<file path="src/rtl/adc_controller.sv">
// Sequencer for an 8-channel simultaneous-sampling ADC with two serial data lines:
// reset pulse, CONVST pulse, BUSY handshake with timeout, 64-bit read, sample output.
module adc_controller #(
    parameter int W_CHAN    = 5,
    parameter int W_DATA    = 18,
    parameter int W_ADC     = 16,
    parameter int N_CHAN    = 8,
    parameter int CLK_DIV   = 2,
    parameter int T_RESET   = 8,
    parameter int T_CONVST  = 4,
    parameter int T_BUSY_TO = 1024
) (
    input  logic              clk_in,
    input  logic              rst_in,
    input  logic              cstart_in,
    input  logic [2:0]        os_in,
    input  logic              adc_busy_in,
    input  logic              adc_data_a_in,
    input  logic              adc_data_b_in,
    output logic [2:0]        adc_os_out,
    output logic              adc_convst_out,
    output logic              adc_cs_out,
    output logic              adc_sclk_out,
    output logic              adc_reset_out,
    output logic              dv_out,
    output logic [W_CHAN-1:0] chan_out,
    output logic [W_DATA-1:0] data_out,
    output logic              timeout_out
);

    localparam int SH_W    = 64;
    localparam int SPL     = N_CHAN / 2;
    localparam int CW      = $clog2(N_CHAN);
    localparam int CNT_MAX = (T_BUSY_TO > T_RESET) ?
                             ((T_BUSY_TO > T_CONVST) ? T_BUSY_TO : T_CONVST) :
                             ((T_RESET > T_CONVST) ? T_RESET : T_CONVST);
    localparam int CNT_W   = $clog2(CNT_MAX + 1);
    localparam int DIV_W   = $clog2(CLK_DIV + 1);
    localparam int BIT_W   = $clog2(SH_W + 1);

    localparam logic [2:0] S_RESET   = 3'd0;
    localparam logic [2:0] S_IDLE    = 3'd1;
    localparam logic [2:0] S_CONVST  = 3'd2;
    localparam logic [2:0] S_WAIT_HI = 3'd3;
    localparam logic [2:0] S_WAIT_LO = 3'd4;
    localparam logic [2:0] S_READ    = 3'd5;
    localparam logic [2:0] S_OUT     = 3'd6;

    logic [2:0]        state_q,  state_d;
    logic [CNT_W-1:0]  cnt_q,    cnt_d;
    logic [DIV_W-1:0]  div_q,    div_d;
    logic [BIT_W-1:0]  bits_q,   bits_d;
    logic [SH_W-1:0]   sh_a_q,   sh_a_d;
    logic [SH_W-1:0]   sh_b_q,   sh_b_d;
    logic [2:0]        os_q,     os_d;
    logic              convst_q, convst_d;
    logic              cs_q,     cs_d;
    logic              sclk_q,   sclk_d;
    logic              rsto_q,   rsto_d;
    logic              dv_q,     dv_d;
    logic [W_CHAN-1:0] chan_q,   chan_d;
    logic [W_DATA-1:0] data_q,   data_d;
    logic              to_q,     to_d;

    logic              start;
    logic [CW-1:0]     chan_nxt;
    logic [W_ADC-1:0]  samp [N_CHAN];

    function automatic logic [W_DATA-1:0] sext(input logic [W_ADC-1:0] s);
        return {{(W_DATA-W_ADC){s[W_ADC-1]}}, s};
    endfunction

    // Each line carries its channels back to back, lowest channel in the MSBs.
    always_comb begin
        for (int k = 0; k < SPL; k++) begin
            samp[k]       = sh_a_q[SH_W-1-k*W_ADC -: W_ADC];
            samp[k + SPL] = sh_b_q[SH_W-1-k*W_ADC -: W_ADC];
        end
    end

    assign chan_nxt = chan_q[CW-1:0] + 1'b1;

    always_comb begin
        state_d  = state_q;
        cnt_d    = cnt_q;
        div_d    = div_q;
        bits_d   = bits_q;
        sh_a_d   = sh_a_q;
        sh_b_d   = sh_b_q;
        os_d     = os_q;
        convst_d = convst_q;
        cs_d     = cs_q;
        sclk_d   = sclk_q;
        rsto_d   = rsto_q;
        dv_d     = 1'b0;
        chan_d   = chan_q;
        data_d   = data_q;
        to_d     = to_q;
        start    = 1'b0;

        case (state_q)
            S_RESET: begin
                if (cnt_q == CNT_W'(T_RESET - 1)) begin
                    rsto_d  = 1'b0;
                    cnt_d   = '0;
                    state_d = S_IDLE;
                end else begin
                    cnt_d = cnt_q + 1'b1;
                end
            end
            S_IDLE: begin
                if (cstart_in) start = 1'b1;
            end
            S_CONVST: begin
                if (cnt_q == CNT_W'(T_CONVST - 1)) begin
                    convst_d = 1'b1;
                    cnt_d    = '0;
                    state_d  = S_WAIT_HI;
                end else begin
                    cnt_d = cnt_q + 1'b1;
                end
            end
            S_WAIT_HI: begin
                if (adc_busy_in) begin
                    cnt_d   = '0;
                    state_d = S_WAIT_LO;
                end else if (cnt_q == CNT_W'(T_BUSY_TO - 1)) begin
                    to_d    = 1'b1;
                    cnt_d   = '0;
                    state_d = S_IDLE;
                end else begin
                    cnt_d = cnt_q + 1'b1;
                end
            end
            S_WAIT_LO: begin
                if (!adc_busy_in) begin
                    cnt_d   = '0;
                    div_d   = '0;
                    bits_d  = '0;
                    cs_d    = 1'b0;
                    sclk_d  = 1'b0;
                    state_d = S_READ;
                end else if (cnt_q == CNT_W'(T_BUSY_TO - 1)) begin
                    to_d    = 1'b1;
                    cnt_d   = '0;
                    state_d = S_IDLE;
                end else begin
                    cnt_d = cnt_q + 1'b1;
                end
            end
            S_READ: begin
                if (div_q == DIV_W'(CLK_DIV - 1)) begin
                    div_d = '0;
                    if (!sclk_q) begin
                        sclk_d = 1'b1;
                        sh_a_d = {sh_a_q[SH_W-2:0], adc_data_a_in};
                        sh_b_d = {sh_b_q[SH_W-2:0], adc_data_b_in};
                        bits_d = bits_q + 1'b1;
                    end else if (bits_q == BIT_W'(SH_W)) begin
                        // Last high phase done: release CS and present channel 0 at once.
                        cs_d    = 1'b1;
                        dv_d    = 1'b1;
                        chan_d  = '0;
                        data_d  = sext(samp[0]);
                        state_d = S_OUT;
                    end else begin
                        sclk_d = 1'b0;
                    end
                end else begin
                    div_d = div_q + 1'b1;
                end
            end
            S_OUT: begin
                if (chan_q == W_CHAN'(N_CHAN - 1)) begin
                    if (cstart_in) start = 1'b1;
                    else           state_d = S_IDLE;
                end else begin
                    dv_d   = 1'b1;
                    chan_d = chan_q + 1'b1;
                    data_d = sext(samp[chan_nxt]);
                end
            end
            default: begin
                rsto_d  = 1'b1;
                cnt_d   = '0;
                state_d = S_RESET;
            end
        endcase

        if (start) begin
            os_d     = os_in;
            convst_d = 1'b0;
            cnt_d    = '0;
            state_d  = S_CONVST;
        end
    end

    always_ff @(posedge clk_in) begin
        if (rst_in) begin
            state_q  <= S_RESET;
            cnt_q    <= '0;
            div_q    <= '0;
            bits_q   <= '0;
            sh_a_q   <= '0;
            sh_b_q   <= '0;
            os_q     <= '0;
            convst_q <= 1'b1;
            cs_q     <= 1'b1;
            sclk_q   <= 1'b1;
            rsto_q   <= 1'b1;
            dv_q     <= 1'b0;
            chan_q   <= '0;
            data_q   <= '0;
            to_q     <= 1'b0;
        end else begin
            state_q  <= state_d;
            cnt_q    <= cnt_d;
            div_q    <= div_d;
            bits_q   <= bits_d;
            sh_a_q   <= sh_a_d;
            sh_b_q   <= sh_b_d;
            os_q     <= os_d;
            convst_q <= convst_d;
            cs_q     <= cs_d;
            sclk_q   <= sclk_d;
            rsto_q   <= rsto_d;
            dv_q     <= dv_d;
            chan_q   <= chan_d;
            data_q   <= data_d;
            to_q     <= to_d;
        end
    end

    assign adc_os_out     = os_q;
    assign adc_convst_out = convst_q;
    assign adc_cs_out     = cs_q;
    assign adc_sclk_out   = sclk_q;
    assign adc_reset_out  = rsto_q;
    assign dv_out         = dv_q;
    assign chan_out       = chan_q;
    assign data_out       = data_q;
    assign timeout_out    = to_q;

endmodule

</file>
<file path="config.mk">
export PLATFORM = sky130hd
export DESIGN_NAME = adc_controller
export DESIGN_NICKNAME = d
export VERILOG_FILES = /design/src/rtl/adc_controller.sv
export SDC_FILE = /design/constraint.sdc
export NUM_CORES = 1
export LEC_CHECK = 0
export CAP_MARGIN = 40
export CORE_MARGIN = 2
export CORE_UTILIZATION = 25
export DETAILED_ROUTE_END_ITERATION = 7
export PLACE_DENSITY_LB_ADDON = 0.25
export SLEW_MARGIN = 20
export SYNTH_ARGS = -nofsm -noshare
export SYNTH_HDL_FRONTEND = slang
export SYNTH_SLANG_ARGS = --single-unit
</file>
<file path="constraint.sdc">
create_clock -name clk_in -period 6.25 [get_ports clk_in]
set_input_delay 1.875 -clock clk_in [delete_from_list [all_inputs] [get_ports clk_in]]
set_output_delay 1.875 -clock clk_in [all_outputs]
set_load 0.02 [all_outputs]
</file>
# == Word level (Yosys, flattened, before mapping) ==
# Index checks and enable logic that the tools add are counted.
# totals
register_bits,183
inputBits,9
wordCells,141
# classes
addsub,5
magnitude_cmp,1
eq_ne,32
n_mux,63
bitwise_logic,4
reduce_logical,20
# op_table
op,n
$mux 18,4
$mux 11,5
$pmux 11 s5,1
$bmux 16 s3,1
$pmux 18 s2,1
$mux 16,2
$mux 3,10
$ne 2x2->1 const B,13
$mux 7,3
$ne 3x3->1 const B,7
$pmux 3 s7,1
$mux 5,4
$mux 1,19
$reduce_and 8->1,2
$pmux 7 s2,1
$pmux 1 s2,6
$add 11x1->11 const B,1
$eq 11x10->1 const B,1
$eq 11x2->1 const B,1
$eq 11x3->1 const B,1
$pmux 5 s2,1
$reduce_and 5->1,2
$reduce_bool 2->1,5
$eq 3x3->1 const B,3
other kinds (21),30

# == Longest topological paths before layout ==
# Gate-level depths: netlist of run 1.
# logic_depth
depth_word,7
depth_mapped,8

# == Least setup slack after synthesis of run 1 ==
# OpenSTA, ideal clock, no wires.
# synth_path
path_kind,input to register
from,input adc_busy_in
to,register cnt_q[4]
setup_ns,0.074
arrival_ns,2.983
required_time_ns,6.176
setup_slack_ns,3.193
stages,6
cell_sequence,nand2b_1 > o22a_1 > o21ai_1 > clkbuf_1 > nand3_1 > a31oi_1
# synth_via
elab_chain_len,2
word_cells_on_any_way,3
classes_between,3 x mux
# synth_rtl
item,line_no,source
"start, declared",17,"input logic adc_busy_in,"
"$mux 11, on equally long branches","136, 124",
$pmux 11 s5 (*),101,case (state_q)
"end signal, assigned",217,cnt_q <= cnt_d;
"end, declared",50,"logic [CNT_W-1:0] cnt_q, cnt_d;"
# Mark *: on every way between the ends. The rest lies on a longest branch, timed or not.
# A chain may end at the register's enable or synchronous reset.

# == Final worst setup path of run 1 ==
# Same ends and word-level chain as after synthesis.

==> impl_metrics.tcl, run 1 <==
set metrics [dict create \
    status "completed" \
    ios 41 \
    slew_viol_final 0 \
    place_ws_ns 2.364 \
    synth-seq-cells 181 \
    gp_congestion 0.7500 \
    syn2layout_area_growth_pct 17.49 \
    place_inst 1324 \
    setup_viol 0 \
    crit_family "compound AO/OA/AOI/OAI gates" \
    grt_first_pass_wirelength_mm 33.06 \
    clock_sinks 181 \
    async_flop_share_pct 0 \
    yosys_warnings 0 \
    syn_inst 942 \
    fin_hold_ws_ns 0.4495 \
    critPathCaptureType "flip-flop" \
    clk_latency_ns 0.44 \
    vias_per_cell 4.737 \
    post_cts_buffers 0 \
    port_buffers 40 \
    fin_cells 1357 \
    antenna_cells 0 \
    hold_end "div_q[1]" \
    pwr-share-seq_pct 50.7 \
    crit_type "input port to flip-flop" \
    grt_overflow 0 \
    arrival_ns 3.86 \
    setup_slack_ns 2.747 \
    die_area_sq_mm 0.03318 \
    switchingPower_uw 526.7 \
    nets 955 \
    slowest_stage "clkdlybuf4s50_1" \
    syn_area_sq_mm 0.007935 \
    seq_area_frac_synth_pct 45.66 \
    rsz0062_at_grt "no" \
    hold_buffers 0 \
    register_area_sq_mm 0.003625 \
    worst_pin_slew_ns 0.8792 \
    fp.dieH_microns 182.2 \
    start_util_pct 25.28 \
    cp_data_required_time_ns 6.61 \
    yosys.area.top_type "dfxtp_1" \
    critPathMaxFanout 8 \
    cts.path.max_buffers 2 \
    p_clk_share_pct 47.0 \
    max_freq_mhz 285.5 \
    critPathLaunchType "input port" \
    comb_power_share_pct 2.2 \
    vias 6428 \
    grt_max_degree 77 \
    post-route-drc-count 0 \
    post-route-period-util_pct 56.04 \
    fin_worst_skew_ns 0.01409 \
    final_common_cell "nand2_1" \
    drtAntennaViolNets 0 \
    final_cell_mix "272 x nand2_1, 180 x dfxtp_1, 166 x a21oi_1" \
    syn-num-nets 955 \
    place_hpwl_mm 12.38 \
    first_iter_violations 547 \
    hold_class "flip-flop to flip-flop" \
    first_pass_iters 5 \
    antenna_found_initial 0 \
    grt.total_usage_pct 12.24 \
    grt_pass1_vias 6226 \
    fin_crit_ns 3.503 \
    maxSlewHeadroom_pct 40.84 \
    finalPower_mw 2.289 \
    worstSetupPathDepth 7 \
    clkTransAtPathRegs_ns 0.07 \
    worstPathCellList "clkdlybuf4s50_1, nand2b_1, o22a_1, o21ai_1, buf_4, nand3_1, a31oi_1" \
    drv_cap 0 \
    core_area_sq_mm 0.03139 \
    synth_edf_count 0 \
    fin_setup_tns_ns 0 \
    multiInputGateArea_sq_mm 0.004001 \
    sw_frac_of_total_pct 23.01 \
    critPathBufInv 2 \
    rows 65 \
    reg2regPathDepth 6 \
    hp-start "div_q[1]" \
    fill_cells 3388 \
    synth_top_cell_area_share_pct 45.66 \
    clk_root_buffer_cell "clkbuf_16" \
    r2r-end "sh_a_q[12]" \
    p_int_mw 1.762 \
    hold_violations 0 \
    htreeDepth 4 \
    yosys.cell_types.count 55 \
    p_leak_nw 2.907 \
    numCtsBuffers 17 \
    ir_worst_vdd_v 0.0001631 \
    synthFlopType "dfxtp_1" \
    synth.area.top_cells "dfxtp_1 46%, nand2_1 13%, a21oi_1 10%" \
    slowest_delay_ns 0.62 \
    ctsResizeCount 0 \
    wl_per_cell_microns 14.70 \
    hold_depth 2 \
    wl_mm 19.95 \
    r2r_start "state_q[2]" \
    cts_tree "built" \
    r2r_slack_ns 3.23 \
    die_x_microns 182.2 \
    layout-drive-gt1-share_pct 9.529 \
    cellPowerDensity_mw_per_mm2 245.5 \
    syn_avg_cell_area_sq_um 8.424 \
]
cell type report:
type | instances | share of cell area [%]
clock inverters | 12 | 1.221
repair buffers | 55 | 6.254
well taps | 402 | 5.395
clock buffers | 20 | 5.006
multi-input cells | 679 | 42.92
inverters | 8 | 0.3221
flip-flops and latches | 181 | 38.88
per-stage QoR:
stage               utilization, %  area [sq um]
global route                 29.70          9323
CTS                          29.61          9295
global placement             27.50          8632
floorplan                        -          7935
detailed placement           27.76          8715
finish                       29.70          9323
how the worst max path moves through the flow:
stage / to / from
floorplan: cnt_q[4] / adc_busy_in
global placement: cnt_q[6] / adc_busy_in
detailed placement: cnt_q[4] / adc_busy_in
CTS: chan_out[2] / chan_out[2]
global route: cnt_q[4] / adc_busy_in
finish: cnt_q[4] / adc_busy_in
synthesized netlist by cell type (3+ instances only):
library cell,instances
a21o_1,4
a21oi_1,166
a22o_1,16
a31oi_1,7
buf_1,3
buf_2,16
clkbuf_1,53
dfxtp_1,181
ha_1,4
inv_1,8
mux2i_1,21
mux4_2,32
nand2_1,272
nand2b_1,6
nand3_1,11
nand3b_1,5
nand4_1,6
nor2_1,47
nor2b_1,5
nor3_1,6
nor4_1,3
o21ai_0,9
o21ai_1,3
o21bai_1,3
or2_2,5
or3_1,10
xor2_1,5
power by group through the flow:
stage / sequential, mW / combinational, mW / clock [mW]
2_1_floorplan: 1.19 / 0.0330 / 0
3_3_place_gp: 1.19 / 0.0498 / 0
3_5_place_dp: 1.19 / 0.0517 / 0
4_1_cts: 1.16 / 0.0521 / 1.10
5_1_grt: 1.16 / 0.0561 / 1.15
6_report: 1.16 / 0.0514 / 1.08
flip-flops by register name (all words and copies together), names as in the netlist:
name	flops
chan_out	5
adc_cs_out	1
sh_b_q	64
adc_os_out	3
adc_convst_out	1
adc_reset_out	1
dv_out	1
data_out	16
cnt_q	11
sh_a_q	64
div_q	2
adc_sclk_out	1
bits_q	7
timeout_out	1
state_q	3
worst reg2reg max path, delay by kind of cell, from the launching register on:
kind | cells | cell delay [ns]
AO/OA/AOI/OAI | 1 | 0.06
buffers and inverters | 2 | 0.71
flip-flops | 1 | 0.70
AND/OR/NAND/NOR | 3 | 1.42
per-layer routing:
metal / share of wire, % / global-route usage, %
met5: 0 / 0
met4: 0.87 / 3.290
met3: 2.2 / 2.415
met2: 46 / 19.39
met1: 51 / 17.01
cell families after synthesis:
kind of cell	Yosys count	share of synthesized area [%]
DFF	181	45.66
AOI/OAI and AO/OA	229	16.45
and+or+nand+nor	387	20.64
buffers and inverters	82	4.226
xor gates and xnor gates	6	0.6622
adders and majority gates	4	0.6307
muxes	53	11.73
Power figures use the tool's default switching activity.
==> run 2, diff against run 1 <==
==> constraint.sdc (replaced) <==
create_clock -name clk_in -period 3.45 [get_ports clk_in]
set_input_delay 1.035 -clock clk_in [delete_from_list [all_inputs] [get_ports clk_in]]
set_output_delay 1.035 -clock clk_in [all_outputs]
set_load 0.02 [all_outputs]
==> run 2 against run 1 <==
  * Sequential cell count unchanged
  * Sequential power up 81%
  * Routed wire length down 1.4%
  * Critical path depth down 6
  * Largest power group unchanged
  * Register-to-register slack worse by 2.3 ns
  * Critical path type is now flip-flop to primary output
  * Sequential share of layout area up 0.17 points
==> impl_metrics.tcl, run 2 (synthesized netlist as in run 1, its figures left out) <==
set metrics [dict create \
    post-route-drc-count 0 \
    first_pass_iters 4 \
    rsz0062_at_grt "no" \
    cp_data_required_time_ns 2.41 \
    start_util_pct 25.28 \
    grt_overflow 0 \
    layout-drive-gt1-share_pct 9.434 \
    first_iter_violations 599 \
    slew_viol_final 0 \
    vias_per_cell 4.712 \
    max_freq_mhz 380.3 \
    reg2regPathDepth 6 \
    htreeDepth 4 \
    critPathCaptureType "primary output" \
    fill_cells 3374 \
    arrival_ns 1.59 \
    clock_sinks 181 \
    wl_per_cell_microns 14.51 \
    hold_class "flip-flop to flip-flop" \
    final_common_cell "nand2_1" \
    fin_worst_skew_ns 0.02330 \
    critPathBufInv 1 \
    setup_viol 0 \
    clkTransAtPathRegs_ns 0.08 \
    rows 65 \
    critPathLaunchType "flip-flop" \
    drv_cap 0 \
    wl_mm 19.67 \
    critPathCapture "chan_out[2]" \
    cellPowerDensity_mw_per_mm2 445.1 \
    maxSlewHeadroom_pct 48.04 \
    numCtsBuffers 17 \
    cts.path.max_buffers 2 \
    post_cts_buffers 0 \
    vias 6390 \
    final_cell_mix "272 x nand2_1, 180 x dfxtp_1, 166 x a21oi_1" \
    r2r_start "cnt_q[0]" \
    grt_first_pass_wirelength_mm 32.82 \
    r2r-end "state_q[0]" \
    worstSetupPathDepth 1 \
    gp_congestion 0.7627 \
    port_buffers 40 \
    slowest_delay_ns 0.68 \
    die_area_sq_mm 0.03318 \
    cts_tree "built" \
    hp-start "div_q[1]" \
    clk_root_buffer_cell "clkbuf_16" \
    r2r_slack_ns 0.92 \
    place_hpwl_mm 11.80 \
    crit_start "chan_out[2]" \
    worstPathCellList "clkdlybuf4s50_1" \
    nets 954 \
    fin_cells 1356 \
    grt.total_usage_pct 12.21 \
    status "completed" \
    antenna_cells 0 \
    core_area_sq_mm 0.03139 \
    fin_crit_ns 2.629 \
    critPathMaxFanout 7 \
    fin_setup_tns_ns 0 \
    grt_pass1_vias 6023 \
    clk_latency_ns 0.44 \
    ios 41 \
    die_x_microns 182.2 \
    ctsResizeCount 0 \
    fp.dieH_microns 182.2 \
    grt_max_degree 131 \
    place_inst 1324 \
    post-route-period-util_pct 76.21 \
    crit_family "buffers and inverters" \
    hold_buffers 0 \
    syn2layout_area_growth_pct 16.98 \
    worst_pin_slew_ns 0.7783 \
    ir_worst_vdd_v 0.0003140 \
    finalPower_mw 4.132 \
    hold_violations 0 \
    drtAntennaViolNets 0 \
    crit_type "flip-flop to primary output" \
    antenna_found_initial 0 \
    slowest_stage "clkdlybuf4s50_1" \
    p_leak_nw 2.882 \
]
## run 2: cell count changes in the layout (fill, tap and decap cells not counted), moves of 2 or more
cell,before,now
buf_16,3,0
clkbuf_8,3,0
clkinv_8,0,2
inv_8,1,5
clkinv_4,2,4
buf_12,1,3
clkinv_2,4,0
## run 2: how the worst min path moves through the flow
stage | slack [ns] | end | cells past startpoint
after floorplan | 0.42 | div_q[1] | 2
after global placement | 0.43 | div_q[1] | 2
after detailed placement | 0.44 | div_q[1] | 2
after CTS | 0.45 | div_q[1] | 2
after global routing | 0.48 | div_q[1] | 2
final | 0.45 | div_q[1] | 2
## run 2: area by class of cell
| class | instances | area (sq um) | area share (%) |
|---|---|---|---|
| inverter | 8 | 30.03 | 0.3235 |
| clock inverter | 15 | 157.7 | 1.698 |
| clock buffer | 17 | 425.4 | 4.583 |
| tap | 402 | 503.0 | 5.419 |
| sequential | 181 | 3625 | 39.05 |
| timing repair buffer | 54 | 540.5 | 5.823 |
| multi-input combinational | 679 | 4001 | 43.11 |
## run 2: report_power, final
part           switching (mW)  internal [mW]  leakage, nW  total (mW)
registers             0.00820           2.09         1.46        2.10
clock network           0.969          0.971        0.284        1.94
logic                  0.0591         0.0319         1.14      0.0910
## run 2: per-layer routing
layer,global-route usage [%],wire [microns],vias up,part of all wire [%]
met5,0,0,-,0
met4,3.452,203,0,1.0
met3,2.594,422,12,2.1
met2,18.46,8901,67,45
met1,17.51,10150,3045,52
li1,-,-,3266,-
## run 2: through the flow
step	utilization [%]	area [sq um]	worst slack (ns)	hold WS, ns
2_1_floorplan	-	7935	1.113	0.4163
6_report	29.57	9283	0.8207	0.4483
3_3_place_gp	27.71	8700	0.7327	0.4324
5_1_grt	29.57	9283	0.7328	0.4775
3_5_place_dp	27.71	8700	0.6928	0.4375
4_1_cts	29.57	9283	0.7722	0.4455
